--- config.mk ---
export PLATFORM = sky130hd
export DESIGN_NAME = uart_line_buffer
export DESIGN_NICKNAME = d
export VERILOG_FILES = /design/src/rtl/uart_buf_pkg.sv /design/src/rtl/uart_buf_fifo.sv /design/src/rtl/uart_line_buffer.sv
export SDC_FILE = /design/constraint.sdc
export NUM_CORES = 1
export LEC_CHECK = 0
export CORE_MARGIN = 2
export CORE_UTILIZATION = 30
export DETAILED_ROUTE_END_ITERATION = 7
export SKIP_CTS_REPAIR_TIMING = 1
export SLEW_MARGIN = 15
export SYNTH_ARGS = -nofsm -noshare
export SYNTH_HDL_FRONTEND = slang
export SYNTH_SLANG_ARGS = --single-unit
--- constraint.sdc ---
create_clock -name clock -period 3.5 [get_ports clock]
set_input_delay 0.525 -clock clock [delete_from_list [all_inputs] [get_ports clock]]
set_output_delay 0.525 -clock clock [all_outputs]
set_load 0.02 [all_outputs]
--- src/rtl/uart_buf_pkg.sv ---
// Shared types and constants for the UART console line buffer.
package uart_buf_pkg;

    typedef enum logic {
        FILL  = 1'b0,
        DRAIN = 1'b1
    } state_t;

    localparam logic [7:0] NEWLINE         = 8'h0A;
    localparam int         DROP_CNT_W      = 16;
    localparam int         DEFAULT_DEPTH   = 64;
    localparam int         DEFAULT_TIMEOUT = 1024;

endpackage

--- src/rtl/uart_buf_fifo.sv ---
// Character FIFO: storage, wrapping pointers and a registered occupancy count.
module uart_buf_fifo #(
    parameter int DEPTH = 64
) (
    input  logic                   clock,
    input  logic                   reset,
    input  logic                   push,
    input  logic                   pop,
    input  logic [7:0]             din,
    output logic [7:0]             head,
    output logic [$clog2(DEPTH):0] level
);

    localparam int AW = $clog2(DEPTH);
    localparam int LW = AW + 1;

    logic [7:0]    mem [DEPTH];
    logic [AW-1:0] wr_ptr_reg;
    logic [AW-1:0] rd_ptr_reg;
    logic [LW-1:0] level_reg;
    logic          do_push;
    logic          do_pop;

    // Space is judged on the registered level, so a same-cycle pop never makes room.
    assign do_push = push && (level_reg < LW'(DEPTH));
    assign do_pop  = pop && (level_reg != '0);

    always_ff @(posedge clock) begin
        if (do_push) begin
            mem[wr_ptr_reg] <= din;
        end
    end

    always_ff @(posedge clock or negedge reset) begin
        if (!reset) begin
            wr_ptr_reg <= '0;
            rd_ptr_reg <= '0;
            level_reg  <= '0;
        end else begin
            if (do_push) begin
                wr_ptr_reg <= wr_ptr_reg + 1'b1;
            end
            if (do_pop) begin
                rd_ptr_reg <= rd_ptr_reg + 1'b1;
            end
            level_reg <= level_reg + LW'(do_push) - LW'(do_pop);
        end
    end

    // Head is read straight from the array so it is presented the cycle a segment opens.
    assign head  = mem[rd_ptr_reg];
    assign level = level_reg;

endmodule

--- src/rtl/uart_line_buffer.sv ---
// Line-oriented UART console buffer: collects characters and releases them as segments
// on newline, full FIFO or idle timeout.
module uart_line_buffer
    import uart_buf_pkg::*;
#(
    parameter int DEPTH   = DEFAULT_DEPTH,
    parameter int TIMEOUT = DEFAULT_TIMEOUT
) (
    input  logic                  clock,
    input  logic                  reset,
    input  logic                  in_valid,
    input  logic [7:0]            in_ch,
    output logic                  out_valid,
    input  logic                  out_ready,
    output logic [7:0]            out_ch,
    output logic                  out_last,
    output logic [$clog2(DEPTH):0] level,
    output logic [DROP_CNT_W-1:0] drop_cnt,
    output logic                  overflow
);

    localparam int LW = $clog2(DEPTH) + 1;
    localparam int TW = $clog2(TIMEOUT) + 1;

    state_t          state_reg;
    state_t          state_next;
    logic [LW-1:0]   remaining_reg;
    logic [TW-1:0]   idle_cnt_reg;
    logic            flush_pend_reg;
    logic [DROP_CNT_W-1:0] drop_cnt_reg;
    logic            overflow_reg;

    logic [7:0]      head;
    logic [LW-1:0]   fifo_level;
    logic            push_ok;
    logic            drop_evt;
    logic            pop_ok;
    logic            is_nl;
    logic            trig_fill;
    logic            enter_drain;
    logic [LW-1:0]   seg_len;

    uart_buf_fifo #(
        .DEPTH (DEPTH)
    ) u_fifo (
        .clock (clock),
        .reset (reset),
        .push  (push_ok),
        .pop   (pop_ok),
        .din   (in_ch),
        .head  (head),
        .level (fifo_level)
    );

    assign push_ok  = in_valid && (fifo_level < LW'(DEPTH));
    assign drop_evt = in_valid && !push_ok;
    assign pop_ok   = out_valid && out_ready;
    assign is_nl    = push_ok && (in_ch == NEWLINE);

    assign trig_fill = is_nl
                    || (fifo_level == LW'(DEPTH))
                    || ((fifo_level != '0) && (idle_cnt_reg == TW'(TIMEOUT - 1)))
                    || flush_pend_reg;

    // Only a newline pushed this cycle joins the segment; any other push waits for the next one.
    assign seg_len     = is_nl ? fifo_level + LW'(1) : fifo_level;
    assign enter_drain = (state_reg == FILL) && (state_next == DRAIN);

    always_ff @(posedge clock or negedge reset) begin
        if (!reset) begin
            state_reg <= FILL;
        end else begin
            state_reg <= state_next;
        end
    end

    always_comb begin
        state_next = state_reg;
        unique case (state_reg)
            FILL:  if (trig_fill) state_next = DRAIN;
            DRAIN: if (pop_ok && (remaining_reg == LW'(1))) state_next = FILL;
        endcase
    end

    always_comb begin
        out_valid = (state_reg == DRAIN);
        out_last  = out_valid && (remaining_reg == LW'(1));
        out_ch    = out_valid ? head : 8'h00;
    end

    always_ff @(posedge clock or negedge reset) begin
        if (!reset) begin
            remaining_reg  <= '0;
            idle_cnt_reg   <= '0;
            flush_pend_reg <= 1'b0;
            drop_cnt_reg   <= '0;
            overflow_reg   <= 1'b0;
        end else begin
            if (enter_drain) begin
                remaining_reg <= seg_len;
            end else if (pop_ok) begin
                remaining_reg <= remaining_reg - LW'(1);
            end

            // A newline arriving mid-segment is remembered and flushed right after it.
            if ((state_reg == DRAIN) && is_nl) begin
                flush_pend_reg <= 1'b1;
            end else if (enter_drain) begin
                flush_pend_reg <= 1'b0;
            end

            if ((state_reg == DRAIN) || (state_next == DRAIN) || push_ok || (fifo_level == '0)) begin
                idle_cnt_reg <= '0;
            end else if (idle_cnt_reg != TW'(TIMEOUT - 1)) begin
                idle_cnt_reg <= idle_cnt_reg + TW'(1);
            end

            if (drop_evt) begin
                overflow_reg <= 1'b1;
                if (drop_cnt_reg != '1) begin
                    drop_cnt_reg <= drop_cnt_reg + DROP_CNT_W'(1);
                end
            end
        end
    end

    assign level    = fifo_level;
    assign drop_cnt = drop_cnt_reg;
    assign overflow = overflow_reg;

endmodule

---- Word level (Yosys, flattened, before mapping) ----
Memories as Yosys holds them, arrays and structs flattened.
Index checks and enable logic that the tools add are counted.
operators by class
  add/sub/neg operators ................... 8
  multipliers ............................. 0
  divide/modulo/power cells ............... 0
  order comparisons ....................... 1
  eq/ne operators ......................... 6
  shifts and indexed selects .............. 0
  muxes and demuxes ....................... 13
  bitwise operators ....................... 1
  reduce and logical (&&, ||, !) cells .... 24
operators with widths
  kind                     count
  $mux W11                 2
  $mux W7                  3
  $add A16 B1 Y16 const B  1
  $ne A16 B16 Y1 const B   1
  $add A6 B1 Y6 const B    2
  $add A11 B1 Y11 const B  1
  $eq A11 B10 Y1 const B   1
  $logic_and A1 B1 Y1      11
  $ne A11 B10 Y1 const B   1
  $eq A8 B4 Y1 const B     1
  $mux W8                  1
  $add A7 B1 Y7            1
  $add A7 B1 Y7 const B    1
  $eq A7 B1 Y1 const B     1
  $eq A7 B7 Y1 const B     1
  $logic_not A7 Y1         1
  $lt A7 B7 Y1 const B     1
  $reduce_bool A7 Y1       1
  $sub A7 B1 Y7            1
  $sub A7 B1 Y7 const B    1
  $logic_or A1 B1 Y1       6
  $mux W1                  6
  $reduce_bool A2 Y1       3
  $pmux W1 S2              1
  other kinds (3)          3
storage, ports and cells
  bits in registers ....................... 56
  latch bits .............................. 0
  bits in writable memories ............... 512
  ROM bits ................................ 0
  input bits .............................. 12
  output and inout bits ................... 34
  word-level logic and storage cells ...... 63
  memories ................................ 1
memories
  name        words  width  rd ports  clocked after memory_dff  write ports  RTL line             text
  u_fifo.mem  64     8      1         0                         1            uart_buf_fifo.sv:17  logic [7:0] mem [DEPTH];

---- Longest topological paths before layout ----
  depth in word-level cells ............... 12
  mapped depth ............................ 15
  mapped depth without buffers ............ 15

---- Cells and area by module ----
From an unflattened synthesis, not the netlist that was laid out.
second synthesis, totals
  cell total of the unflattened synthesis .. 1308
  area, all modules ....................... 23137.2 µm²
modules (own cells, without submodules)
  module            times used  cells an instance  area each (µm²)  seq. area each (µm²)
  uart_buf_fifo     1           1107               21120.3          15850.2
  uart_line_buffer  1           201                2016.9           925.9

---- Worst setup path after synthesis ----
Ideal clock, no wire load.
  kind .................................... reg2reg
  start ................................... reg u_fifo.level_reg[1], in the netlist u_fifo.level[1]
  end ..................................... reg u_fifo.level_reg[6], in the netlist u_fifo.level[6]
  setup time .............................. 0.125 ns
  arrival ................................. 2.897 ns
  required time ........................... 3.375 ns
  setup slack ............................. 0.478 ns
  cell stages (with the launch flop) ...... 16
  path buffers ............................ 0
  period minus slack after synthesis ...... 3.022 ns
  cell sequence ........................... dfrtp_1 > inv_1 > ha_1 > nand3_1 > o211a_1 > ha_1 > inv_1 > ha_1 > inv_1 > fa_1 > nand2b_1 > a21oi_1 > o21ai_0 > a21oi_1 > nor2_1 > xnor2_1
between the ends
  elaborated cells on any way between the ends .. 7
  those cells by class .................... 2 x add/sub; 1 x order compare; 4 x reduce/logical
RTL lines
  what                      RTL line             text
  start: declaration        uart_buf_fifo.sv:20  logic [LW-1:0] level_reg;
  start signal: assignment  uart_buf_fifo.sv:46  level_reg <= level_reg + LW'(do_push) - LW'(do_pop);
  $reduce_bool A7 Y1        uart_buf_fifo.sv:26  assign do_pop = pop && (level_reg != '0);
  $logic_and A1 B1 Y1       uart_buf_fifo.sv:26
  named net u_fifo.do_pop   uart_buf_fifo.sv:22  logic do_pop;
  $sub A7 B1 Y7             uart_buf_fifo.sv:46
The timed path passes the listed nets, and every way through them passes these cells.
A chain may end at the register's enable or synchronous reset.

---- Worst setup path in the final report ----
  start ................................... reg u_fifo.rd_ptr_reg[0]
  end ..................................... out out_ch[1]
between the ends
  longest elaborated chain between the ends .. 2
ends and longest elaborated chain
  what                      RTL line                text
  start: declaration        uart_buf_fifo.sv:19     logic [AW-1:0] rd_ptr_reg;
  start signal: assignment  uart_buf_fifo.sv:44     rd_ptr_reg <= rd_ptr_reg + 1'b1;
  $mem_v2 Z64 W8            n/a
  $mux W8                   uart_line_buffer.sv:88  out_ch = out_valid ? head : 8'h00;
  end: declaration          uart_line_buffer.sv:15  output logic [7:0] out_ch,
Every way passes these cells.

==> impl_metrics.csv <==
group,metric,value,unit
final_layout,fin_util,0.3681,
clock_tree,htreeDepth,2,
synth,syn_inst,1213,
floorplan,die_h,280.9,um
setup_path,worstPathRequired,2970,ps
final_layout,multi_input_area,0.005972,sq mm
synth,synth_area,0.02301,sq mm
global_route,grt_remaining_overflow,0,
setup_path,crit_family,"buffers and inverters",
clock_tree,root_buffer,"clkbuf_16",
setup_path,path_class,"reg -> out",
timing,hold_viol_final,0,
timing,hold_slack,397.4,ps
setup_path,max_stage_delay,530,ps
floorplan,dieArea,0.07892,sq mm
timing,maxSlewViolCount,0,
detailed_routing,remaining_drc_errors,0,
floorplan,row_count,101,
global_route,track_usage,0.1387,
synth,synth.distinct_cells,60,
final_layout,largest_reg_flops,512,
timing,finalCriticalPeriod,3571,ps
place,place_area,0.02554,sq mm
setup_path,crit_cells,8,
global_route,grt_pass1_vias,12090,
detailed_routing,num_vias,12040,
synth,ys_seq_area_frac,0.7292,
setup_path,crit_slowest_cell,"dfrtp_4",
clock_tree,clk_latency,630,ps
global_route,grt_pass1_wl,80460,um
floorplan,io_pins,46,
timing,worstMarginPinSlew,831.3,ps
timing,setup_viol_count_final,2,
min_path,hold_start,"in_ch[5]",
clock_tree,cts_tree,"yes",
floorplan,start_util,0.3029,
setup_path,reg2reg_depth,15,
setup_path,crit_buf_inv,4,
clock_tree,clk_path_buf_depth,3,
global_route,grt_max_degree,65,
detailed_routing,totalWireLength,55960,um
clock_tree,path_clk_slew,60,ps
final_layout,area_growth,21.53,%
final_layout,antenna_cells,0,
timing,setup_tns,-91.70,ps
synth,synth-seq-cells,568,
final_layout,drive_above_1_share,0.3002,
floorplan,die_w,280.9,um
timing,relSlewSlack,0.4382,
synth,synth-async-reset-ratio,0.09859,
pwr,leakagePower,9.305,nW
timing,worst_slack,-71.11,ps
floorplan,design.core.area,0.07595,sq mm
setup_path,cp_max_fo,14,
status,status,"complete, but fails checks",
final_layout,nets,1466,
min_path,whs_path_depth,2,
pwr,p_per_area,775.3,mW/mm^2
global_route,antenna_found_initial,0,
min_path,hold_end,"u_fifo.mem[13][5]",
flow_run,drv_cap,0,
timing,rsz0062_at_grt,"true",
final_layout,fin_area,0.02796,sq mm
pwr,power,21.68,mW
detailed_routing,routed_via_density,4.800,
setup_path,worstSetupStartpointType,"flip-flop",
detailed_routing,drt_pass1_iterations,5,
detailed_routing,first_iter_violations,1308,
pwr,internal-power,14.72,mW
timing,clock.fmax,280.0,MHz
final_layout,final_common_cell,"edfxtp_1",
final_layout,seqCellArea,0.01679,sq mm
pwr,peakVddDrop,0.5315,mV
synth,syn_avg_cell_area,18.97,sq um
pwr,power_frac_comb,0.349,
setup_path,path_cells,"buf_8 -> buf_4 -> clkbuf_16 -> nand2_1 -> o22ai_1 -> nor3_1 -> a32o_1 -> clkbuf_2",
status,violations,"setup timing",
place,gp_congestion,0.8215,
detailed_routing,wl_per_cell,22.30,um
pwr,switching_share,0.3207,
setup_path,end_kind,"output pin",
setup_path,r2r-end,"u_fifo.level[6]",
synth,synth_top_flop_cell,"edfxtp_1",
detailed_routing,postRouteAntennaNets,0,
place,dpl.hpwl,34820,um
synth,yosys_warnings,0,
pwr,power_switching,6.950,mW
timing,period_share,1.020,
place,io_buffers,45,
synth,synth_edf_count,512,
synth,syn-num-nets,1247,
clock_tree,cts_made_buffers,57,
setup_path,crit_arrival,3050,ps
final_layout,final_cell_mix,"512 x edfxtp_1, 154 x buf_4, 123 x mux4_2",
setup_path,r2r-start,"u_fifo.level[3]",
pwr,share_seq_of_total_power,0.376,
timing,fin_worst_skew,42.64,ps
setup_path,rrSetupSlack,420,ps
pwr,p_clk_frac,0.275,
min_path,hp-class,"in -> reg",
clock_tree,clkSinkCount,568,
final_layout,n_fill_cell,7022,
## cells in the mapped netlist (3+ instances only)
master,n,area share
buf_1,4,0.00065
mux4_2,123,0.12
a21oi_1,12,0.0026
buf_4,15,0.0049
and2_1,3,0.00082
and4_1,3,0.0011
and3_1,4,0.0011
nand2_1,56,0.0091
nand4_1,10,0.0027
dfrtp_1,56,0.061
inv_1,18,0.0029
nor2b_1,16,0.0044
clkbuf_1,20,0.0033
o2111ai_1,3,0.0011
xor2_1,15,0.0057
or3_1,3,0.00082
edfxtp_1,512,0.67
a211oi_1,14,0.0046
ha_1,21,0.011
o22ai_1,14,0.0038
mux4_1,9,0.010
nand3_1,14,0.0030
nor3_1,17,0.0037
xnor2_1,31,0.012
a21o_1,3,0.00098
mux2i_1,24,0.010
nor2_1,96,0.016
buf_6,6,0.0029
o21ai_1,11,0.0024
buf_2,13,0.0028
mux2_2,5,0.0024
a31oi_1,3,0.00082
nand2b_1,9,0.0024
o21ai_0,13,0.0028
## power by group through the flow
| stage | clock network (mW) | registers, mW | logic [mW] |
|---|---|---|---|
| global placement | 0 | 8.37 | 6.61 |
| finish | 5.97 | 8.15 | 7.56 |
| detailed placement | 0 | 8.38 | 6.65 |
| floorplan | 0 | 8.14 | 4.30 |
| CTS | 6.10 | 8.24 | 6.67 |
| global route | 6.37 | 8.20 | 8.03 |
## how the worst max path moves through the flow
stage	from	to	slack, ps
final	u_fifo.rd_ptr_reg[0]	out_ch[1]	-70
after global routing	u_fifo.rd_ptr_reg[0]	out_ch[5]	-80
after CTS	u_fifo.rd_ptr_reg[1]	out_ch[7]	-770
after detailed placement	u_fifo.rd_ptr_reg[1]	out_ch[7]	-120
after global placement	u_fifo.rd_ptr_reg[1]	out_ch[7]	-80
after floorplan	u_fifo.level[1]	u_fifo.level[6]	480
## worst register-to-register path, cell delays in order (launching register included)
cell and delay (ps):
dfrtp_1 440, inv_1 150, ha_1 180, nand3_1 130
o211a_1 270, ha_1 270, inv_1 50, ha_1 160
inv_1 60, fa_1 420, nand2b_1 160, a21oi_1 210
o21ai_0 120, a21oi_1 170, nor2_1 60, xnor2_1 120
## stage by stage
step | worst slack, ps | cells
after floorplan | 478.2 | 1213
after global placement | -77.55 | 2375
after detailed placement | -116.6 | 2375
after CTS | -770.1 | 2481
after global routing | -76.39 | 2509
final | -71.11 | 2509
## kinds of logic (layout without fill, tap and decap cells)
kind of cell,after synthesis,in the layout,share of synthesized area
simple gates,248,248,0.05123
compound gates,89,89,0.02627
xor+xnor,46,46,0.01751
flops,568,568,0.7292
buf+inv,79,345,0.01990
fa+ha+maj,22,22,0.01229
mux,161,161,0.1436
## layout make-up
cell class,count,share of cell area
Multi-Input combinational cell,566,0.2136
Inverter,18,0.002417
Timing Repair Buffer,221,0.07156
Clock buffer,74,0.05442
Clock inverter,32,0.01146
Sequential cell,568,0.6004
Tap cell,1030,0.04610
## routing by layer
layer | routed length [um] | part of all wire | global-route usage | vias up
met3 | 3423 | 0.061 | 0.02461 | 86
met5 | 0 | 0 | 0 | -
met2 | 26630 | 0.48 | 0.2212 | 428
met1 | 24510 | 0.44 | 0.1942 | 6236
li1 | - | - | - | 5293
met4 | 1403 | 0.025 | 0.03949 | 0
(Power assumes the default switching activity.)
